--- config.mk ---
export PLATFORM = sky130hd
export DESIGN_NAME = alu_arbiter
export DESIGN_NICKNAME = d
export VERILOG_FILES = /design/src/rtl/alu_arbiter.sv
export SDC_FILE = /design/constraint.sdc
export NUM_CORES = 1
export LEC_CHECK = 0
export ABC_AREA = 1
export BUFFER_PORTS_ARGS = -buffer_cell sky130_fd_sc_hd__buf_2
export CORE_MARGIN = 3
export CORE_UTILIZATION = 25
export DETAILED_ROUTE_END_ITERATION = 10
export SYNTH_ARGS = -nofsm -noshare
export SYNTH_HDL_FRONTEND = slang
export SYNTH_SLANG_ARGS = --single-unit
--- constraint.sdc ---
create_clock -name clk -period 1.2 [get_ports clk]
set_clock_uncertainty 0.1 [all_clocks]
set_input_delay 0.12 -clock clk [delete_from_list [all_inputs] [get_ports clk]]
set_output_delay 0.12 -clock clk [all_outputs]
set_load 0.02 [all_outputs]
--- src/rtl/alu_arbiter.sv ---
// Round-robin front end that shares one combinational ALU between two requesters:
// IDLE grants, EXEC drives the ALU and captures its result, RESP holds it until rsp_ready.
// Define ALU_FLAGS_EN to add the registered zero-flag output rsp_zf.

module alu_arbiter #(
  parameter int N = 4
) (
  input  logic         clk,
  input  logic         rst_n,
  input  logic         req0_valid,
  output logic         req0_ready,
  input  logic [N-1:0] req0_a,
  input  logic [N-1:0] req0_b,
  input  logic [3:0]   req0_op,
  input  logic         req0_cin,
  input  logic         req1_valid,
  output logic         req1_ready,
  input  logic [N-1:0] req1_a,
  input  logic [N-1:0] req1_b,
  input  logic [3:0]   req1_op,
  input  logic         req1_cin,
  output logic         rsp0_valid,
  output logic         rsp1_valid,
  input  logic         rsp_ready,
  output logic [N-1:0] rsp_z,
  output logic         rsp_co,
  output logic         rsp_err,
`ifdef ALU_FLAGS_EN
  output logic         rsp_zf,
`endif
  output logic [N-1:0] alu_a,
  output logic [N-1:0] alu_b,
  output logic         alu_cin,
  output logic [3:0]   alu_sel,
  input  logic [N-1:0] alu_z,
  input  logic         alu_co
);

  typedef enum logic [1:0] {
    IDLE = 2'd0,
    EXEC = 2'd1,
    RESP = 2'd2
  } state_e;

  localparam logic [3:0] OP_ADD = 4'b0000;
  localparam logic [3:0] OP_SUB = 4'b0001;
  localparam logic [3:0] OP_AND = 4'b0011;
  localparam logic [3:0] OP_OR  = 4'b0100;
  localparam logic [3:0] OP_XOR = 4'b0101;
  localparam logic [3:0] OP_SLA = 4'b1001;

  function automatic logic op_legal(input logic [3:0] op);
    case (op)
      OP_ADD, OP_SUB, OP_AND, OP_OR, OP_XOR, OP_SLA: op_legal = 1'b1;
      default:                                      op_legal = 1'b0;
    endcase
  endfunction

  state_e       state_q, state_d;
  logic         ptr_q, ptr_d;
  logic         id_q, id_d;
  logic [N-1:0] a_q, a_d;
  logic [N-1:0] b_q, b_d;
  logic [3:0]   op_q, op_d;
  logic         cin_q, cin_d;
  logic [N-1:0] z_q, z_d;
  logic         co_q, co_d;
  logic         err_q, err_d;
`ifdef ALU_FLAGS_EN
  logic         zf_q, zf_d;
`endif

  // With both requesters pending the pointer decides; otherwise the lone requester wins.
  logic gnt_any;
  logic gnt_id;
  logic accept;

  always_comb begin
    gnt_any = req0_valid | req1_valid;
    gnt_id  = (req0_valid & req1_valid) ? ptr_q : req1_valid;
    accept  = (state_q == IDLE) & gnt_any;
  end

  // State register (plus the datapath flops that travel with it).
  always_ff @(posedge clk) begin
    if (!rst_n) begin
      // NOTE: operand and result registers are cleared too, so an aborted
      // operation leaves nothing stale on rsp_z or for the next EXEC.
      state_q <= IDLE;
      ptr_q   <= 1'b0;
      id_q    <= 1'b0;
      a_q     <= '0;
      b_q     <= '0;
      op_q    <= '0;
      cin_q   <= 1'b0;
      z_q     <= '0;
      co_q    <= 1'b0;
      err_q   <= 1'b0;
`ifdef ALU_FLAGS_EN
      zf_q    <= 1'b0;
`endif
    end else begin
      // NOTE: non-blocking so every flop samples the pre-edge values.
      state_q <= state_d;
      ptr_q   <= ptr_d;
      id_q    <= id_d;
      a_q     <= a_d;
      b_q     <= b_d;
      op_q    <= op_d;
      cin_q   <= cin_d;
      z_q     <= z_d;
      co_q    <= co_d;
      err_q   <= err_d;
`ifdef ALU_FLAGS_EN
      zf_q    <= zf_d;
`endif
    end
  end

  // Next-state logic.
  always_comb begin
    // NOTE: default first, so no path through the case leaves state_d unassigned (no latch).
    state_d = state_q;
    case (state_q)
      IDLE:    if (accept) state_d = EXEC;
      EXEC:    state_d = RESP;
      RESP:    if (rsp_ready) state_d = IDLE;
      default: state_d = IDLE;
    endcase
  end

  // Datapath next values: latch the granted request, then capture the ALU result.
  always_comb begin
    ptr_d = ptr_q;
    id_d  = id_q;
    a_d   = a_q;
    b_d   = b_q;
    op_d  = op_q;
    cin_d = cin_q;
    z_d   = z_q;
    co_d  = co_q;
    err_d = err_q;
`ifdef ALU_FLAGS_EN
    zf_d  = zf_q;
`endif
    if (accept) begin
      ptr_d = ~gnt_id;
      id_d  = gnt_id;
      a_d   = gnt_id ? req1_a   : req0_a;
      b_d   = gnt_id ? req1_b   : req0_b;
      op_d  = gnt_id ? req1_op  : req0_op;
      cin_d = gnt_id ? req1_cin : req0_cin;
    end
    if (state_q == EXEC) begin
      if (op_legal(op_q)) begin
        z_d   = alu_z;
        co_d  = alu_co;
        err_d = 1'b0;
      end else begin
        z_d   = '0;
        co_d  = 1'b0;
        err_d = 1'b1;
      end
`ifdef ALU_FLAGS_EN
      zf_d = op_legal(op_q) && (alu_z == '0);
`endif
    end
  end

  // Outputs: ALU is driven only in EXEC, responses only in RESP.
  always_comb begin
    req0_ready = accept & ~gnt_id;
    req1_ready = accept &  gnt_id;
    rsp0_valid = (state_q == RESP) & ~id_q;
    rsp1_valid = (state_q == RESP) &  id_q;
    rsp_z      = z_q;
    rsp_co     = co_q;
    rsp_err    = err_q;
`ifdef ALU_FLAGS_EN
    rsp_zf     = zf_q;
`endif
    alu_a      = '0;
    alu_b      = '0;
    alu_sel    = '0;
    alu_cin    = 1'b0;
    if (state_q == EXEC) begin
      alu_a   = a_q;
      alu_b   = b_q;
      alu_sel = op_q;
      alu_cin = cin_q;
    end
  end

endmodule
## After elaboration in Yosys (flattened, before gate mapping)

Cells that the tools add are included.

- Flip-flop bits (word level): 23
- Output and inout bits: 23
- Bits of input ports: 36

- Reductions and logical operators: 4
- Bitwise operators: 9
- Muxes and demuxes: 17
- Equality and inequality tests: 9

Operators with widths:

| cell | number |
|---|---|
| $mux W4 | 7 |
| $eq A4 B3 Y1 const B | 2 |
| $mux W1 | 7 |
| $and A1 B1 Y1 | 6 |
| $pmux W2 S3 | 1 |
| $reduce_or A6 Y1 | 1 |
| $eq A4 B1 Y1 const B | 1 |
| $eq A4 B2 Y1 const B | 1 |
| $eq A4 B4 Y1 const B | 1 |
| $logic_not A4 Y1 | 1 |
| $mux W2 | 2 |
| $ne A2 B2 Y1 const B | 2 |
| $eq A2 B1 Y1 const B | 1 |
| $eq A2 B2 Y1 const B | 1 |
| $logic_not A2 Y1 | 1 |
| $not A1 Y1 | 2 |
| $reduce_and A2 Y1 | 1 |
| $or A1 B1 Y1 | 1 |

## Depth between registers and ports, before layout

- Depth after elaboration: 5
- Gate-level depth with buffers: 8
- Depth with buffers taken out: 7

## Worst setup path after synthesis

Ideal clock, no wire load.

- Kind: reg-to-output
- Start point: register state_q[0]
- End point: output alu_a[0]
- Path buffers: 2
- Cell stages (with the launch flop): 5
- Path slack: -96 ps
- Data arrival time: 1076 ps
- Cell sequence: dfxtp_1 > nand2_1 > buf_2 > buf_2 > nor2_1

- Cells in the longest elaborated chain, start to end: 2

RTL lines:

| what | line | RTL |
|---|---|---|
| start: declaration | 59 | `state_e state_q, state_d;` |
| start signal: assignment | 104 | `state_q <= state_d;` |
| $eq A2 B1 Y1 | 186 | `if (state_q == EXEC) begin` |
| $mux W4 | 186 |  |
| end: declaration | 31 | `output logic [N-1:0] alu_a,` |

No other way between the ends.

## Final worst setup path

- Start point: register state_q[1]
- End point: output alu_b[0]

- Cells in the longest elaborated chain, start to end: 2

RTL lines:

| what | line | RTL |
|---|---|---|
| $eq A2 B1 Y1 | 186 |  |
| $mux W4 | 186 |  |
| end: declaration | 32 | `output logic [N-1:0] alu_b,` |

No other way between the ends.

==> run_results.csv <==
group,metric,value,unit
power,powerDensity,1030,nW/um^2
power,total_power,0.00234,W
synthesis,synthAdderAreaFrac,0,
grt,grt_use_met1,0.172,
grt,top_usage_layer,"met2",
drt,vias,1457,
finish,antenna_cells,0,
die,die_w,78.1,um
grt,met3_usage,0.0287,
drt,drt-total-wl,4130,um
synthesis,ys_ff_latch,23,
timing,fin_crit,1.38,ns
setup_path,setup.worst_path.end_class,"output pin",
timing,hold_viol,1,
die,ios,59,
power,p_leak,1.06,nW
clock_tree,numCtsBuffers,3,
power,vdd_drop_max,0.650,mV
setup_path,crit_type,"register to output pin",
clock_tree,cts_sinks,23,
grt,grt_pass1_wl,6590,um
die,initial_core_util,0.266,
finish,finish.utilization,0.467,
grt,grt_util_met2,0.237,
synthesis,synth_top_family_by_area,"simple AND/OR/NAND/NOR gates",
grt,antenna_found_initial,0,
synthesis,synth.yosys.warnings,0,
status,outcome,"finished, violations left",
placed_design,hpwl,2860,um
clock_tree,clkSlewWorstSetupHoldPaths,0.09,ns
timing,hold-worst-slack,-0.00203,ns
synthesis,ys_types,21,
grt,grtUsageTotal,0.135,
placed_design,gp_congestion,0.743,
setup_path,crit_chain,"inv_6 > nand2_8 > buf_12 > nor2_4 > buf_6",
synthesis,synthXorXnorAreaFrac,0,
timing,slew-limit-headroom,0.707,
die,die_h,78.1,um
synthesis,syn_inst,185,
setup_path,arrival,1.16,ns
synthesis,synth_nets,221,
grt,grt_max_degree,15,
flow_run,cap_violations,0,
clock_tree,clock_latency,0.27,ns
synthesis,synth_compound_area_frac,0.0665,
hold_path,hold_path.class,"input pin to register",
drt,wire_per_inst,12.5,um
drt,drcViolationCount,0,
drt,drtIter0Drc,45,
die,coreArea,4880,um^2
timing,worstMarginPinSlew,0.439,ns
timing,drv_slew,0,
timing,final.setup.worst_slack,-0.180,ns
clock_tree,clock_path_buffers,2,
synthesis,synthSimpleGateAreaFrac,0.417,
die,die_area,6100,um^2
finish,final_common_cell,"buf_2",
timing,rsz0062_at_grt,"true",
synthesis,syn_area_per_cell,7.02,um^2
finish,areaGrowthSynthToFinish,75.3,%
synthesis,muxShareOfSynthArea,0,
clock_tree,root_buffer,"clkbuf_8",
synthesis,synth_area,1300,um^2
drt,drt-pass1-iter-count,4,
clock_tree,cts.htree.levels,1,
placed_design,io_buffers,58,
setup_path,crit_path_top_delay_cell,"dfxtp_4",
timing,finalSetupViolations,39,
drt,viasPerCell,4.40,
die,rows,25,
timing,fmax,725,MHz
grt,overflow,0,
setup_path,path_max_fanout,5,
finish,nets,301,
setup_path,max_stage_delay,0.38,ns
setup_path,crit_path_start_kind,"register",
clock_tree,cts_tree,"yes",
finish,postLayoutCellArea,2280,um^2
grt,grt_pass1_vias,1458,
timing,period_share,1.15,
drt,ant_nets,0,
status,violations,"negative hold slack, negative setup slack",
finish,mostFrequentLayoutCells,"buf_2, nand2_1, inv_1",
synthesis,synth-seq-area-share,0.355,
finish,drive_gt1_frac,0.542,
placed_design,dpl_cell_area,1730,um^2
setup_path,crit_required,0.98,ns
cells in the mapped netlist (all sizes together):
master	count	area, um^2
nand2	40	163
inv	34	128
nand3	32	205
dfxtp	23	460
nor2	20	92.6
nand4	13	81.3
buf	10	82.6
a21oi	9	52.6
o21ai	3	26.3
o21a	1	7.51
final cells by class:
type	instances	area (um^2)
clock inverter	1	7.51
inverter	34	135
fill	504	2600
timing repair buffer	84	681
clock buffer	3	41.3
multi-input combinational	119	861
tap	67	83.8
sequential	23	468
where the power goes:
part | switching (W) | internal, W
registers | 0.0000583 | 0.000836
clock network | 0.000269 | 0.000235
logic | 0.000510 | 0.000431
state kept, by name, summed over array words and instances (netlist names):
signal and flops:
rsp_co 1, ptr_q 1, b_q 4, state_q 2, rsp_z 4, rsp_err 1, op_q 4, cin_q 1
a_q 4, id_q 1
per-stage QoR:
stage                     TNS (ns)  hold slack (ns)  instances  setup WS, ns
after detailed placement    -0.533            0.297        312       -0.0767
after CTS                    -4.29         0.000575        328        -0.191
final                        -4.54         -0.00203        331        -0.180
after floorplan             -0.238            0.118        185       -0.0238
after global placement      -0.135            0.290        312       -0.0336
after global routing         -7.04         -0.00438        331        -0.227
repair_timing:
item / in CTS / in global routing
endpoints found under the hold margin: 0 / 3
hold buffers: 0 / 3
setup buffers: 10 / 0
setup endpoints to repair: 35 / 39
gates resized for setup: 77 / 19
pin swaps: 21 / 17
gates cloned: 2 / 0
critical path: cells and delay by family, from the launching register on:
family	cells	cell delay (ns)
flip-flops	1	0.38
buffers and inverters	3	0.36
AND/OR/NAND/NOR	2	0.16
cells by family (layout without fill, tap and decap cells):
group | after synthesis | in the layout
AND/OR/NAND/NOR | 105 | 105
buffers and inverters | 44 | 122
flip-flops | 23 | 23
AO/OA/AOI/OAI | 13 | 14
per-layer routing:
metal	vias to the layer above	wire, um	share of wire
li1	748	-	-
met4	0	15	0.0036
met1	660	1840	0.45
met5	-	0	0
met3	2	244	0.059
met2	47	2020	0.49
path summary, 6_finish.rpt:
path / cells past startpoint / slack, ns / startpoint / endpoint
setup / recovery: 5 / -0.18 / state_q[1] / alu_b[0]
setup reg to reg: 8 / -0.13 / state_q[1] / a_q[2]
hold / removal: 3 / -0.002 / alu_z[2] / rsp_z[2]
hold reg to reg: 2 / 0.37 / rsp_z[0] / rsp_z[0]
(Power assumes the default switching activity.)
